## src/rtl/systolic_seq.sv

```systemverilog
// rtl/systolic_seq.sv - job sequencer for an N x N output-stationary systolic multiply array
//
// Ports:
//   i_clk, i_rst          clock, asynchronous active-high reset
//   i_valid/o_ready       job handshake; i_A, i_B, i_mode sampled on accept
//   o_valid/i_ready       result handshake; o_C holds the captured result
//   o_busy                high whenever the sequencer is not idle
//   o_sa_rst/en/mode      array control pins
//   o_sa_A, o_sa_B        skewed row/column edge feeds into the array
//   i_sa_C                array accumulator outputs
module systolic_seq #(
    parameter int W      = 16,
    parameter int N      = 3,
    parameter int PE_LAT = 1
) (
    input  logic             i_clk,
    input  logic             i_rst,
    input  logic             i_valid,
    output logic             o_ready,
    input  logic             i_mode,
    input  logic [W*N*N-1:0] i_A,
    input  logic [W*N*N-1:0] i_B,
    output logic             o_valid,
    input  logic             i_ready,
    output logic [W*N*N-1:0] o_C,
    output logic             o_busy,
    output logic             o_sa_rst,
    output logic             o_sa_en,
    output logic             o_sa_mode,
    output logic [W*N-1:0]   o_sa_A,
    output logic [W*N-1:0]   o_sa_B,
    input  logic [W*N*N-1:0] i_sa_C
);

    localparam int TW = $clog2(3*N + PE_LAT + 1);
    localparam logic [TW-1:0] T_LAST = TW'(3*N - 3);
    localparam logic [TW-1:0] D_LAST = TW'((PE_LAT > 0) ? PE_LAT - 1 : 0);

    typedef enum logic [2:0] {
        S_IDLE, S_CLEAR, S_FEED, S_DRAIN, S_CAPTURE, S_DONE
    } state_t;

    state_t             state_q, state_d;
    logic [TW-1:0]      t_q, t_d;
    logic               valid_q, valid_d;
    logic               en_q, en_d;
    logic               mode_q;
    logic [W*N-1:0]     feed_a_q, feed_a_d;
    logic [W*N-1:0]     feed_b_q, feed_b_d;
    logic [W*N*N-1:0]   hold_a_q, hold_b_q;
    logic [W*N*N-1:0]   c_q;
    logic               accept;

    assign accept    = i_valid && (state_q == S_IDLE);
    assign o_ready   = (state_q == S_IDLE);
    assign o_busy    = (state_q != S_IDLE);
    assign o_sa_rst  = i_rst | (state_q == S_CLEAR);
    assign o_valid   = valid_q;
    assign o_C       = c_q;
    assign o_sa_en   = en_q;
    assign o_sa_mode = mode_q;
    assign o_sa_A    = feed_a_q;
    assign o_sa_B    = feed_b_q;

    always_comb begin
        state_d = state_q;
        t_d     = t_q;
        valid_d = valid_q;
        case (state_q)
            S_IDLE:    if (i_valid) state_d = S_CLEAR;
            S_CLEAR: begin
                state_d = S_FEED;
                t_d     = '0;
            end
            S_FEED: begin
                if (t_q == T_LAST) begin
                    t_d     = '0;
                    state_d = (PE_LAT > 0) ? S_DRAIN : S_CAPTURE;
                end else begin
                    t_d = t_q + TW'(1);
                end
            end
            S_DRAIN: begin
                if (t_q == D_LAST) begin
                    t_d     = '0;
                    state_d = S_CAPTURE;
                end else begin
                    t_d = t_q + TW'(1);
                end
            end
            S_CAPTURE: begin
                state_d = S_DONE;
                valid_d = 1'b1;
            end
            S_DONE: begin
                if (i_ready) begin
                    valid_d = 1'b0;
                    state_d = S_IDLE;
                end
            end
            default:   state_d = S_IDLE;
        endcase
    end

    // Feeds and enable are registered, so they are derived from the next
    // state and next feed index; that way the pins show the values that
    // belong to the state being entered.
    always_comb begin
        int k;
        k        = 0;
        en_d     = (state_d == S_FEED) || (state_d == S_DRAIN);
        feed_a_d = '0;
        feed_b_d = '0;
        if (state_d == S_FEED) begin
            for (int r = 0; r < N; r++) begin
                k = int'(t_d) - r;
                if (k >= 0 && k < N) begin
                    feed_a_d[r*W +: W] = hold_a_q[(r*N + k)*W +: W];
                    feed_b_d[r*W +: W] = hold_b_q[(k*N + r)*W +: W];
                end
            end
        end
    end

    always_ff @(posedge i_clk or posedge i_rst) begin
        if (i_rst) begin
            state_q  <= S_IDLE;
            t_q      <= '0;
            valid_q  <= 1'b0;
            en_q     <= 1'b0;
            mode_q   <= 1'b0;
            feed_a_q <= '0;
            feed_b_q <= '0;
            hold_a_q <= '0;
            hold_b_q <= '0;
            c_q      <= '0;
        end else begin
            state_q  <= state_d;
            t_q      <= t_d;
            valid_q  <= valid_d;
            en_q     <= en_d;
            feed_a_q <= feed_a_d;
            feed_b_q <= feed_b_d;
            if (accept) begin
                hold_a_q <= i_A;
                hold_b_q <= i_B;
                mode_q   <= i_mode;
            end
            if (state_q == S_CAPTURE) c_q <= i_sa_C;
        end
    end

endmodule

```

## config.mk

```make
export PLATFORM = sky130hd
export DESIGN_NAME = systolic_seq
export DESIGN_NICKNAME = d
export VERILOG_FILES = /design/src/rtl/systolic_seq.sv
export SDC_FILE = /design/constraint.sdc
export NUM_CORES = 1
export LEC_CHECK = 0
export CELL_PAD_IN_SITES_DETAIL_PLACEMENT = 0
export CELL_PAD_IN_SITES_GLOBAL_PLACEMENT = 2
export CORE_MARGIN = 5
export CORE_UTILIZATION = 31
export DETAILED_ROUTE_END_ITERATION = 7
export HOLD_SLACK_MARGIN = 0.12
export PLACE_DENSITY = 0.82
export SETUP_SLACK_MARGIN = 0.5
export SLEW_MARGIN = 20
export SYNTH_ARGS = -nofsm -noshare
export SYNTH_HDL_FRONTEND = slang
export SYNTH_SLANG_ARGS = --single-unit
```

## constraint.sdc

```tcl
create_clock -name i_clk -period 22 [get_ports i_clk]
set_input_delay 3.3 -clock i_clk [delete_from_list [all_inputs] [get_ports i_clk]]
set_output_delay 3.3 -clock i_clk [all_outputs]
set_load 0.01 [all_outputs]
```

# After elaboration in Yosys (flattened, before gate mapping)
# Index checks and enable logic that the tools add are counted.
# W data, S select, Z words.
word_totals:
  register_bits: 538
  latch_bits: 0
  ram_bits: 0
  mem_bits_ro: 0
  inputBits: 437
  out_inout_bits: 246
  wordCells: 70
  mem_count: 0
op_classes:
  n_addsub: 7
  mul: 3
  n_div: 0
  n_lt_le_gt_ge: 6
  eq_ne: 9
  shift: 6
  n_mux: 18
  bitwise_logic: 1
  reduce_logical: 10
op_table:
  columns: ["op", "count"]
  rows:
  - ["$shiftx A144 B10 Y16", 2]
  - ["$shiftx A144 B13 Y16", 2]
  - ["$shiftx A144 B11 Y16", 1]
  - ["$shiftx A144 B9 Y16", 1]
  - ["$mux W16", 6]
  - ["$mux W48", 2]
  - ["$pmux W3 S6", 1]
  - ["$mul A5 B3 Y8 const B", 2]
  - ["$eq A3 B2 Y1 const B", 4]
  - ["$mux W3", 4]
  - ["$pmux W4 S3", 1]
  - ["$ge A5 B1 Y1 const B", 2]
  - ["$lt A5 B3 Y1 const B", 2]
  - ["$add A8 B2 Y9 const B", 1]
  - ["$add A8 B3 Y9 const B", 1]
  - ["$mux W4", 2]
  - ["$add A3 B5 Y6 const A", 1]
  - ["$add A4 B5 Y6 const A", 1]
  - ["$eq A3 B3 Y1 const B", 2]
  - ["$mul A4 B2 Y6 const B", 1]
  - ["$sub A4 B1 Y5 const B", 1]
  - ["$sub A4 B2 Y5 const B", 1]
  - ["$add A4 B1 Y4 const B", 1]
  - ["$eq A4 B3 Y1 const B", 1]
  - ["other kinds (14)", 17]

# Logic depth before layout (Yosys ltp)
# Gate-level depths: netlist (run 1).
logic_depth:
  depth_word: 9
  ltp_mapped: 25
  depth_no_buf: 18

# Worst setup path before layout (run 1)
# Ideal clock, no wire load.
synth_path:
  path_kind: "input to output"
  start: "in i_rst"
  end: "out o_sa_rst"
  t_arrival_ns: 16.683
  required_ns: 18.700
  slack_ns: 2.017
  path_stages: 2
  n_path_buf: 0
  path_cell_list: "inv_1 o21ai_0"
synth_via:
  elab_chain_len: 1
synth_lines:
  columns: ["element", "line", "text"]
  rows:
  - ["start: declaration", "17", "input logic i_rst,"]
  - ["$or A1 B1 Y1", "57", "assign o_sa_rst = i_rst | (state_q == S_CLEAR);"]
  - ["end: declaration", "27", "output logic o_sa_rst,"]
# Every way passes these cells.

# Final worst setup path (run 1)
# Ends and elaborated chain as after synthesis.

==> out/qor.yml, run 1 <==
sta:
  post-route-min-period_ps: 8480
  relSlewSlack_pct: 23.7
  clock.fmax_mhz: 118
  setup_slack_ps: 13520
  final-setup-viol-count: 0
  tightest_slew_ps: 1140
  hold_violations: 0
  fin_skew_ps: 27.2
  tns_ps: 0
  finalCritPeriodShare_pct: 38.5
  grt_setup_unrepaired: "false"
  slew_violations: 0
grt:
  gr-total-overflow: 0
  grt_pass1_vias: 21208
  groute.usage.overall_pct: 21.0
  antenna_found_initial: 40
  grt_pass1_wl_mm: 139
  grt_max_degree: 190
worst_setup_path:
  worst-setup-path-type: "primary input to output pin"
  critPathBufInv: 3
  crit_chain: "clkdlybuf4s50_1 -> inv_8 -> o21ai_0 -> clkdlybuf4s50_1"
  cp_max_fo: 88
  critical_path_cell_count: 4
  max_stage_delay_ps: 590
  r2r_slack_ps: 15790
  startpoint_type: "primary input"
  reg2reg_to: "o_sa_B[29]$_DFF_PP0_"
  crit_path_frequent_cell: "clkdlybuf4s50_1"
  rr_startpoint: "t_q[0]$_DFF_PP0_"
  critical_path.endpoint_type: "output pin"
  ff2ff_path_depth: 16
  critical_path.top_delay_family: "buffers and inverters"
  cpMaxStageDelayCell: "clkdlybuf4s50_1"
  crit_required_ps: 18700
  cp.arrival_ps: 5180
logic_synthesis:
  synth-seq-cells: 538
  syn_area_um2: 25200
  yosys-mux-area-fraction_pct: 22.9
  synth_edf_count: 0
  yosys-top-cells-area: "dfrtp_1 (53%), mux2_2 (19%), nand2_1 (4.7%)"
  syn-num-nets: 2596
  async_flop_share_pct: 100
  synth_simple_gate_area_share_pct: 8.47
  yosys_warnings: 0
  synth_top_family_by_area: "multiplexers"
  synth_ff_type: "dfrtp_1"
  synth_fa_ha_area_share_pct: 1.62
  syn_area_per_cell_um2: 11.8
  synth_xor_area_share_pct: 0.626
  syn_inst: 2127
  ys_types: 69
  synth_top_area_share_pct: 53.5
  synth_compound_area_share_pct: 9.99
  seq_area_frac_synth_pct: 53.5
  synth_top_area_cell: "dfrtp_1"
detailed_routing:
  via_per_inst: 5.04
  wl_per_cell_um: 24.5
  wirelength_mm: 95.3
  drt_iter0_drc: 1019
  vias: 19596
  first_pass_iters: 5
  antenna_left: 0
  remaining_drc_errors: 0
clocking:
  clock_sinks: 538
  clkLatencyLatePin_ps: 620
  postCtsHoldBufs: 0
  cts-resized-gates: 0
  cts.clk_slew.worst_paths_ps: 50
  cts_setup_buffers: 0
  htreeDepth: 3
  cts_root_buffer: "clkbuf_16"
  max-clock-path-buffers: 3
  cts_tree: "done"
  cts_buffers: 66
die:
  rows: 104
  die_x_um: 295
  die_area_um2: 87000
  die_y_um: 295
  initial_core_util_pct: 31.2
  core-area_um2: 80500
  io_pins: 683
placement:
  dpl.hpwl_mm: 69.3
  dp_cells: 3748
  pre_cts_ws_ps: 13500
  numPortBuffers: 682
  place_congestion: 0.902
cells_and_area:
  stdcell_count: 3886
  n_fill_cell: 7428
  areaGrowthSynthToFinish_pct: 40.4
  layout.nets: 3225
  fin_util_pct: 43.9
  drive_gt1_share_pct: 22.4
job:
  drv_cap: 0
run_status:
  outcome: "finished, final reports clean"
min_path:
  hp-start: "o_C[110]$_DFFE_PP0P_"
  min_path_cells: 1
  hold_end: "o_C[110]$_DFFE_PP0P_"
  hp-class: "flip-flop to flip-flop"
worst max path at each step:
stage / start / to / slack (ps)
floorplan: i_rst / o_sa_rst / 2020
global placement: i_rst / o_sa_rst / 13520
detailed placement: i_rst / o_sa_rst / 13500
CTS: i_rst / o_sa_rst / 13510
global route: i_rst / o_sa_rst / 13390
finish: i_rst / o_sa_rst / 13520
layout by cell type (no fill, tap or decap), drive strengths merged, types with 31 or more instances in the layout:
master / netlist / routed
nand2: 318 / 318
clkbuf: 117 / 96
a22o: 32 / 32
a21oi: 99 / 99
inv: 35 / 38
mux2i: 92 / 92
dfrtp: 538 / 538
a31o: 34 / 34
ha: 31 / 31
nand3: 51 / 51
mux2: 419 / 419
clkdlybuf4s50: 0 / 682
a211oi: 53 / 53
nor2: 46 / 46
cells by family after synthesis:
logic type | after synthesis
AO/OA/AOI/OAI | 348
flip-flops | 538
multiplexers | 516
XOR/XNOR | 14
buffers and inverters | 185
AND/OR/NAND/NOR | 494
adder cells (fa/ha/maj) | 32
routing by layer:
| metal | global-route usage (%) | up-vias | wire, um |
|---|---|---|---|
| li1 | - | 8912 | - |
| met1 | 24.2 | 9790 | 35100 |
| met2 | 36.8 | 647 | 48400 |
| met3 | 6.15 | 209 | 7590 |
| met4 | 8.10 | 38 | 4000 |
| met5 | 0 | - | 259 |
registers in the layout, summed over array words and instances, names as in the netlist:
name and flops:
o_sa_A 48, o_sa_mode 1, hold_a_q 144, hold_b_q 144, state_q 3, t_q 4
o_valid 1, o_C 144, o_sa_en 1, o_sa_B 48
cells in the mapped netlist, drive strengths merged (2+ instances only):
cell,count
xnor2,6
nor4b,2
a31oi,2
o211ai,16
dfrtp,538
o21ai,28
a21o,2
a211oi,53
nor2b,21
clkbuf,117
and3,15
o21bai,3
o21a,5
a31o,34
nand3,51
mux2,419
nor3,18
nand4,2
xnor3,2
a32oi,29
a311oi,29
o31ai,2
xor2,6
ha,31
a22oi,2
a21boi,3
buf,33
and4,2
nand2,318
a22o,32
mux4,5
a21oi,99
and2,6
or2,3
nand2b,2
nor2,46
inv,35
mux2i,92
through the flow:
stage | instance area [um2] | hold WS [ps]
2_1_floorplan | 25200 | 480
3_3_place_gp | 33100 | 488
3_5_place_dp | 33100 | 494
4_1_cts | 35300 | 498
5_1_grt | 35300 | 513
6_report | 35300 | 502
final cells by class:
| cell class | count | area [um2] | share of cell area, % |
|---|---|---|---|
| timing repair buffer | 711 | 7080 | 20.0 |
| clock buffer | 96 | 1940 | 5.48 |
| inverter | 35 | 139 | 0.393 |
| sequential | 538 | 13500 | 38.1 |
| tap | 1060 | 1330 | 3.75 |
| clock inverter | 21 | 259 | 0.733 |
| antenna | 21 | 52.6 | 0.149 |
| multi-input combinational | 1404 | 11100 | 31.3 |
Power of run 1 is not shown: default switching activity piles up to over one toggle a cycle in this logic, so the estimate is an artifact.
==> inputs of run 2 (changes only) <==
- CORE_UTILIZATION: 31 -> 28
- PLACE_DENSITY: 0.82 -> 0.78
- clock period: 22 -> 7.1 ns (I/O delays scaled with it)
==> run 2 against run 1 <==
- sequential cell count unchanged
- global-route usage is 1.0 points lower
- count of clock-buffer cells in the layout is 5 lower
- clock skew fell by 7.7 ps
- cell count is 2.9% higher
- register-to-register slack got worse by 15000 ps
- hold slack improved by 2.2 ps
- largest cell class unchanged
==> out/qor.yml, run 2 (same netlist as run 1, synthesis figures left out) <==
cells_and_area:
  regArea_um2: 13500
  drive_gt1_share_pct: 22.4
  final_cell_mix: "clkdlybuf4s50_1 (682), dfrtp_1 (538), mux2_2 (419)"
  multiInputGateArea_um2: 11100
  stdcell_area_um2: 35500
  layout.nets: 3229
  n_fill_cell: 8550
  areaGrowthSynthToFinish_pct: 41.0
  final_common_cell: "clkdlybuf4s50_1"
sta:
  final-setup-viol-count: 0
  slew_violations: 0
  relSlewSlack_pct: 26.0
  hold_violations: 0
  finalCritPeriodShare_pct: 83.6
  tns_ps: 0
  clock.fmax_mhz: 168
  fin_skew_ps: 19.5
  tightest_slew_ps: 1110
  post-route-min-period_ps: 5940
  grt_setup_unrepaired: "false"
die:
  initial_core_util_pct: 28.1
  die_y_um: 310
  die_area_um2: 96000
  die_x_um: 310
  rows: 110
  core-area_um2: 89600
  io_pins: 683
detailed_routing:
  drt_iter0_drc: 1078
  vias: 19848
  antenna_left: 0
  wl_per_cell_um: 25.0
  first_pass_iters: 5
  remaining_drc_errors: 0
  via_per_inst: 4.96
  wirelength_mm: 100
worst_setup_path:
  crit_required_ps: 7650
  worst-setup-path-type: "flip-flop to flip-flop"
  crit_path_frequent_cell: "ha_1"
  cp.arrival_ps: 6490
  reg2reg_to: "o_sa_A[28]$_DFF_PP0_"
  r2r_slack_ps: 1160
  cp_max_fo: 24
  cpMaxStageDelayCell: "a211oi_4"
  critPathBufInv: 3
  max_stage_delay_ps: 890
  critical_path.top_delay_family: "compound AO/OA/AOI/OAI gates"
  critical_path.endpoint_type: "flip-flop"
  rr_startpoint: "t_q[0]$_DFF_PP0_"
  crit_chain: "inv_1 -> ha_1 -> nor4b_1 -> o22a_1 -> nor2_4 -> inv_2 -> ha_1 -> nor2b_1 -> a2111o_1 -> a31oi_2 -> ha_1 -> inv_1 -> a31oi_1 -> ha_1 -> and2_1 -> nand4_1 -> a211oi_4 -> a22o_2"
  ff2ff_path_depth: 18
  startpoint_type: "flip-flop"
clocking:
  max-clock-path-buffers: 3
  htreeDepth: 3
  cts_setup_buffers: 0
  cts_tree: "done"
  cts_buffers: 67
  clock_sinks: 538
  postCtsHoldBufs: 0
  clkLatencyLatePin_ps: 610
  cts-resized-gates: 0
  cts.clk_slew.worst_paths_ps: 60
  cts_root_buffer: "clkbuf_16"
grt:
  gr-total-overflow: 0
  grt_pass1_wl_mm: 143
  grt_max_degree: 177
  groute.usage.overall_pct: 19.9
  grt_pass1_vias: 21119
  antenna_found_initial: 19
min_path:
  hp-class: "flip-flop to flip-flop"
  hold_end: "hold_a_q[11]$_DFFE_PP0P_"
  hp-start: "hold_a_q[11]$_DFFE_PP0P_"
  min_path_cells: 1
placement:
  place_congestion: 0.868
  numPortBuffers: 682
  dpl.hpwl_mm: 73.8
  placed_area_um2: 33200
run_status:
  outcome: "finished, final reports clean"
job:
  drv_cap: 0
## run 2: per-layer routing
metal,GRT usage [%],up-vias,share of wire (%)
met5,0,-,0.090
met3,4.81,172,6.5
met1,23.9,10064,39
li1,-,8893,-
met4,6.61,14,3.3
met2,35.3,705,51
## run 2: layout make-up
class,count,area share [%]
Sequential cell,538,37.9
Multi-Input combinational cell,1404,31.1
Timing Repair Buffer,714,20.1
Clock buffer,91,5.18
Tap cell,1176,4.14
Clock inverter,29,1.02
Inverter,35,0.381
Antenna cell,13,0.0916
## run 2: worst max-delay path by stage
| stage | from | to | slack (ps) | depth (start not counted) |
|---|---|---|---|---|
| 5_1_grt | t_q[0]$_DFF_PP0_ | o_sa_B[17]$_DFF_PP0_ | 660 | 18 |
| 2_1_floorplan | i_rst | o_sa_rst | -3980 | 2 |
| 4_1_cts | t_q[0]$_DFF_PP0_ | o_sa_A[28]$_DFF_PP0_ | 1190 | 18 |
| 6_report | t_q[0]$_DFF_PP0_ | o_sa_A[28]$_DFF_PP0_ | 1160 | 18 |
| 3_3_place_gp | t_q[0]$_DFF_PP0_ | o_sa_B[40]$_DFF_PP0_ | 1350 | 15 |
| 3_5_place_dp | t_q[0]$_DFF_PP0_ | o_sa_A[28]$_DFF_PP0_ | 1220 | 18 |
## run 2: through the flow
stage | hold WS [ps] | instances | worst slack (ps) | utilization, %
finish | 504 | 4000 | 1160 | 39.6
global route | 521 | 3988 | 661 | 39.6
CTS | 507 | 3986 | 1190 | 39.6
detailed placement | 494 | 3866 | 1220 | 37.1
global placement | 489 | 3865 | 1350 | 37.1
floorplan | 480 | 2127 | -3980 | -
Power of run 2 is left out for the same reason.
==> inputs of run 3 (changes only) <==
- CORE_UTILIZATION: 28 -> 31
- PLACE_DENSITY: 0.78 -> 0.82
- clock period: 7.1 -> 5.9 ns (I/O delays scaled with it)
==> run 3 against run 2 <==
- maximum frequency up 18%
- global-route usage increased by 1.5 points
- hold slack lost 2.2 ps
- sequential share of layout area is essentially flat
- clock skew up 12 ps
- count of clock-buffer cells in the layout down 4
==> out/qor.yml, run 3 (same netlist as run 1, synthesis figures left out) <==
run_status:
  outcome: "finished, final reports clean"
die:
  io_pins: 683
  die_area_um2: 87000
  core-area_um2: 80500
  die_y_um: 295
  rows: 104
  die_x_um: 295
  initial_core_util_pct: 31.2
cells_and_area:
  layout.nets: 3237
  final_cell_mix: "clkdlybuf4s50_1 (682), dfrtp_1 (538), mux2_2 (419)"
  areaGrowthSynthToFinish_pct: 41.2
  n_fill_cell: 7444
  final_common_cell: "clkdlybuf4s50_1"
  drive_gt1_share_pct: 22.9
worst_setup_path:
  worstSetupEndpoint: "o_sa_B[25]$_DFF_PP0_"
  r2r_slack_ps: 890
  reg2reg_to: "o_sa_B[25]$_DFF_PP0_"
  critical_path.endpoint_type: "flip-flop"
  cp.arrival_ps: 5540
  cp_max_fo: 24
  startpoint: "t_q[0]$_DFF_PP0_"
  startpoint_type: "flip-flop"
  crit_required_ps: 6420
  rr_startpoint: "t_q[0]$_DFF_PP0_"
  worst-setup-path-type: "flip-flop to flip-flop"
  ff2ff_path_depth: 15
sta:
  clock.fmax_mhz: 199
  tightest_slew_ps: 1160
  hold_slack_ps: 502
  tns_ps: 0
  finalCritPeriodShare_pct: 85.0
  relSlewSlack_pct: 22.1
  grt_setup_unrepaired: "false"
  slew_violations: 0
  post-route-min-period_ps: 5010
  final-setup-viol-count: 0
  setup_slack_ps: 887
  fin_skew_ps: 31.2
  hold_violations: 0
grt:
  antenna_found_initial: 25
  grt_pass1_vias: 20778
  gr-total-overflow: 0
  grt_pass1_wl_mm: 141
  grt_max_degree: 178
  groute.usage.overall_pct: 21.5
clocking:
  cts_buffers: 66
  cts_tree: "done"
  htreeDepth: 3
  clock_sinks: 538
  cts_root_buffer: "clkbuf_16"
  cts.clk_slew.worst_paths_ps: 50
  max-clock-path-buffers: 3
  cts_setup_buffers: 0
  clkLatencyLatePin_ps: 620
detailed_routing:
  antenna_left: 0
  first_pass_iters: 5
  wirelength_mm: 97.9
  drt_iter0_drc: 1000
  vias: 19804
  wl_per_cell_um: 25.2
  via_per_inst: 5.09
  remaining_drc_errors: 0
min_path:
  hp-class: "flip-flop to flip-flop"
job:
  drv_cap: 0
placement:
  numPortBuffers: 682
  place_congestion: 0.926
  pre_cts_ws_ps: 517
  dpl.hpwl_mm: 73.1
-- run 3: changes by cell type in the layout (fill, tap and decap cells not counted), moves of 3 or more --
cell and delta:
diode_2 +3, inv_6 -3, clkinv_16 +3, clkbuf_1 -9, buf_4 +6, clkbuf_8 +7
-- run 3: routing by layer --
| metal | global-route usage, % | vias to the layer above | wire length, um |
|---|---|---|---|
| met3 | 5.97 | 176 | 7620 |
| met1 | 25.5 | 9972 | 36600 |
| met4 | 6.34 | 14 | 3220 |
| met2 | 38.0 | 712 | 50300 |
| met5 | 0 | - | 98 |
| li1 | - | 8930 | - |
-- run 3: repair_timing --
item,CTS,global route
hold buffers,0,0
setup endpoints to repair,7,16
endpoints found under the hold margin,0,0
resized for setup,1,6
-- run 3: worst min-delay path by stage --
stage	start	to	slack (ps)	cells after the start
final	o_C[99]$_DFFE_PP0P_	o_C[99]$_DFFE_PP0P_	500	1
after global routing	hold_a_q[34]$_DFFE_PP0P_	hold_a_q[34]$_DFFE_PP0P_	510	1
after CTS	o_C[34]$_DFFE_PP0P_	o_C[34]$_DFFE_PP0P_	510	1
after detailed placement	o_C[114]$_DFFE_PP0P_	o_C[114]$_DFFE_PP0P_	490	1
after global placement	o_C[77]$_DFFE_PP0P_	o_C[77]$_DFFE_PP0P_	490	1
after floorplan	hold_a_q[11]$_DFFE_PP0P_	hold_a_q[11]$_DFFE_PP0P_	480	1
-- run 3: cell type report --
| type | count | area (um2) | area share [%] |
|---|---|---|---|
| Tap cell | 1060 | 1330 | 3.73 |
| Clock inverter | 28 | 430 | 1.21 |
| Sequential cell | 538 | 13500 | 37.9 |
| Antenna cell | 16 | 40.0 | 0.113 |
| Inverter | 35 | 138 | 0.387 |
| Multi-Input combinational cell | 1404 | 11100 | 31.1 |
| Timing Repair Buffer | 723 | 7240 | 20.4 |
| Clock buffer | 87 | 1850 | 5.21 |
-- run 3: metrics by stage --
step / area (um2) / cells / utilization [%]
global route: 35500 / 3877 / 44.1
global placement: 33200 / 3758 / 41.2
detailed placement: 33200 / 3758 / 41.2
finish: 35500 / 3891 / 44.1
CTS: 35400 / 3873 / 44.0
floorplan: 25200 / 2127 / -
-- run 3: critical path: stages (launching register included) --
cell and delay (ps):
dfrtp_1 450, inv_1 180, ha_1 220, nor4b_1 370
o22a_2 370, nor2_4 80, inv_4 230, ha_1 560
xnor2_2 240, ha_1 330, inv_1 70, fa_1 420
xnor2_1 310, and2_1 690, a32oi_1 220, a21oi_1 200
Power of run 3 is left out for the same reason.
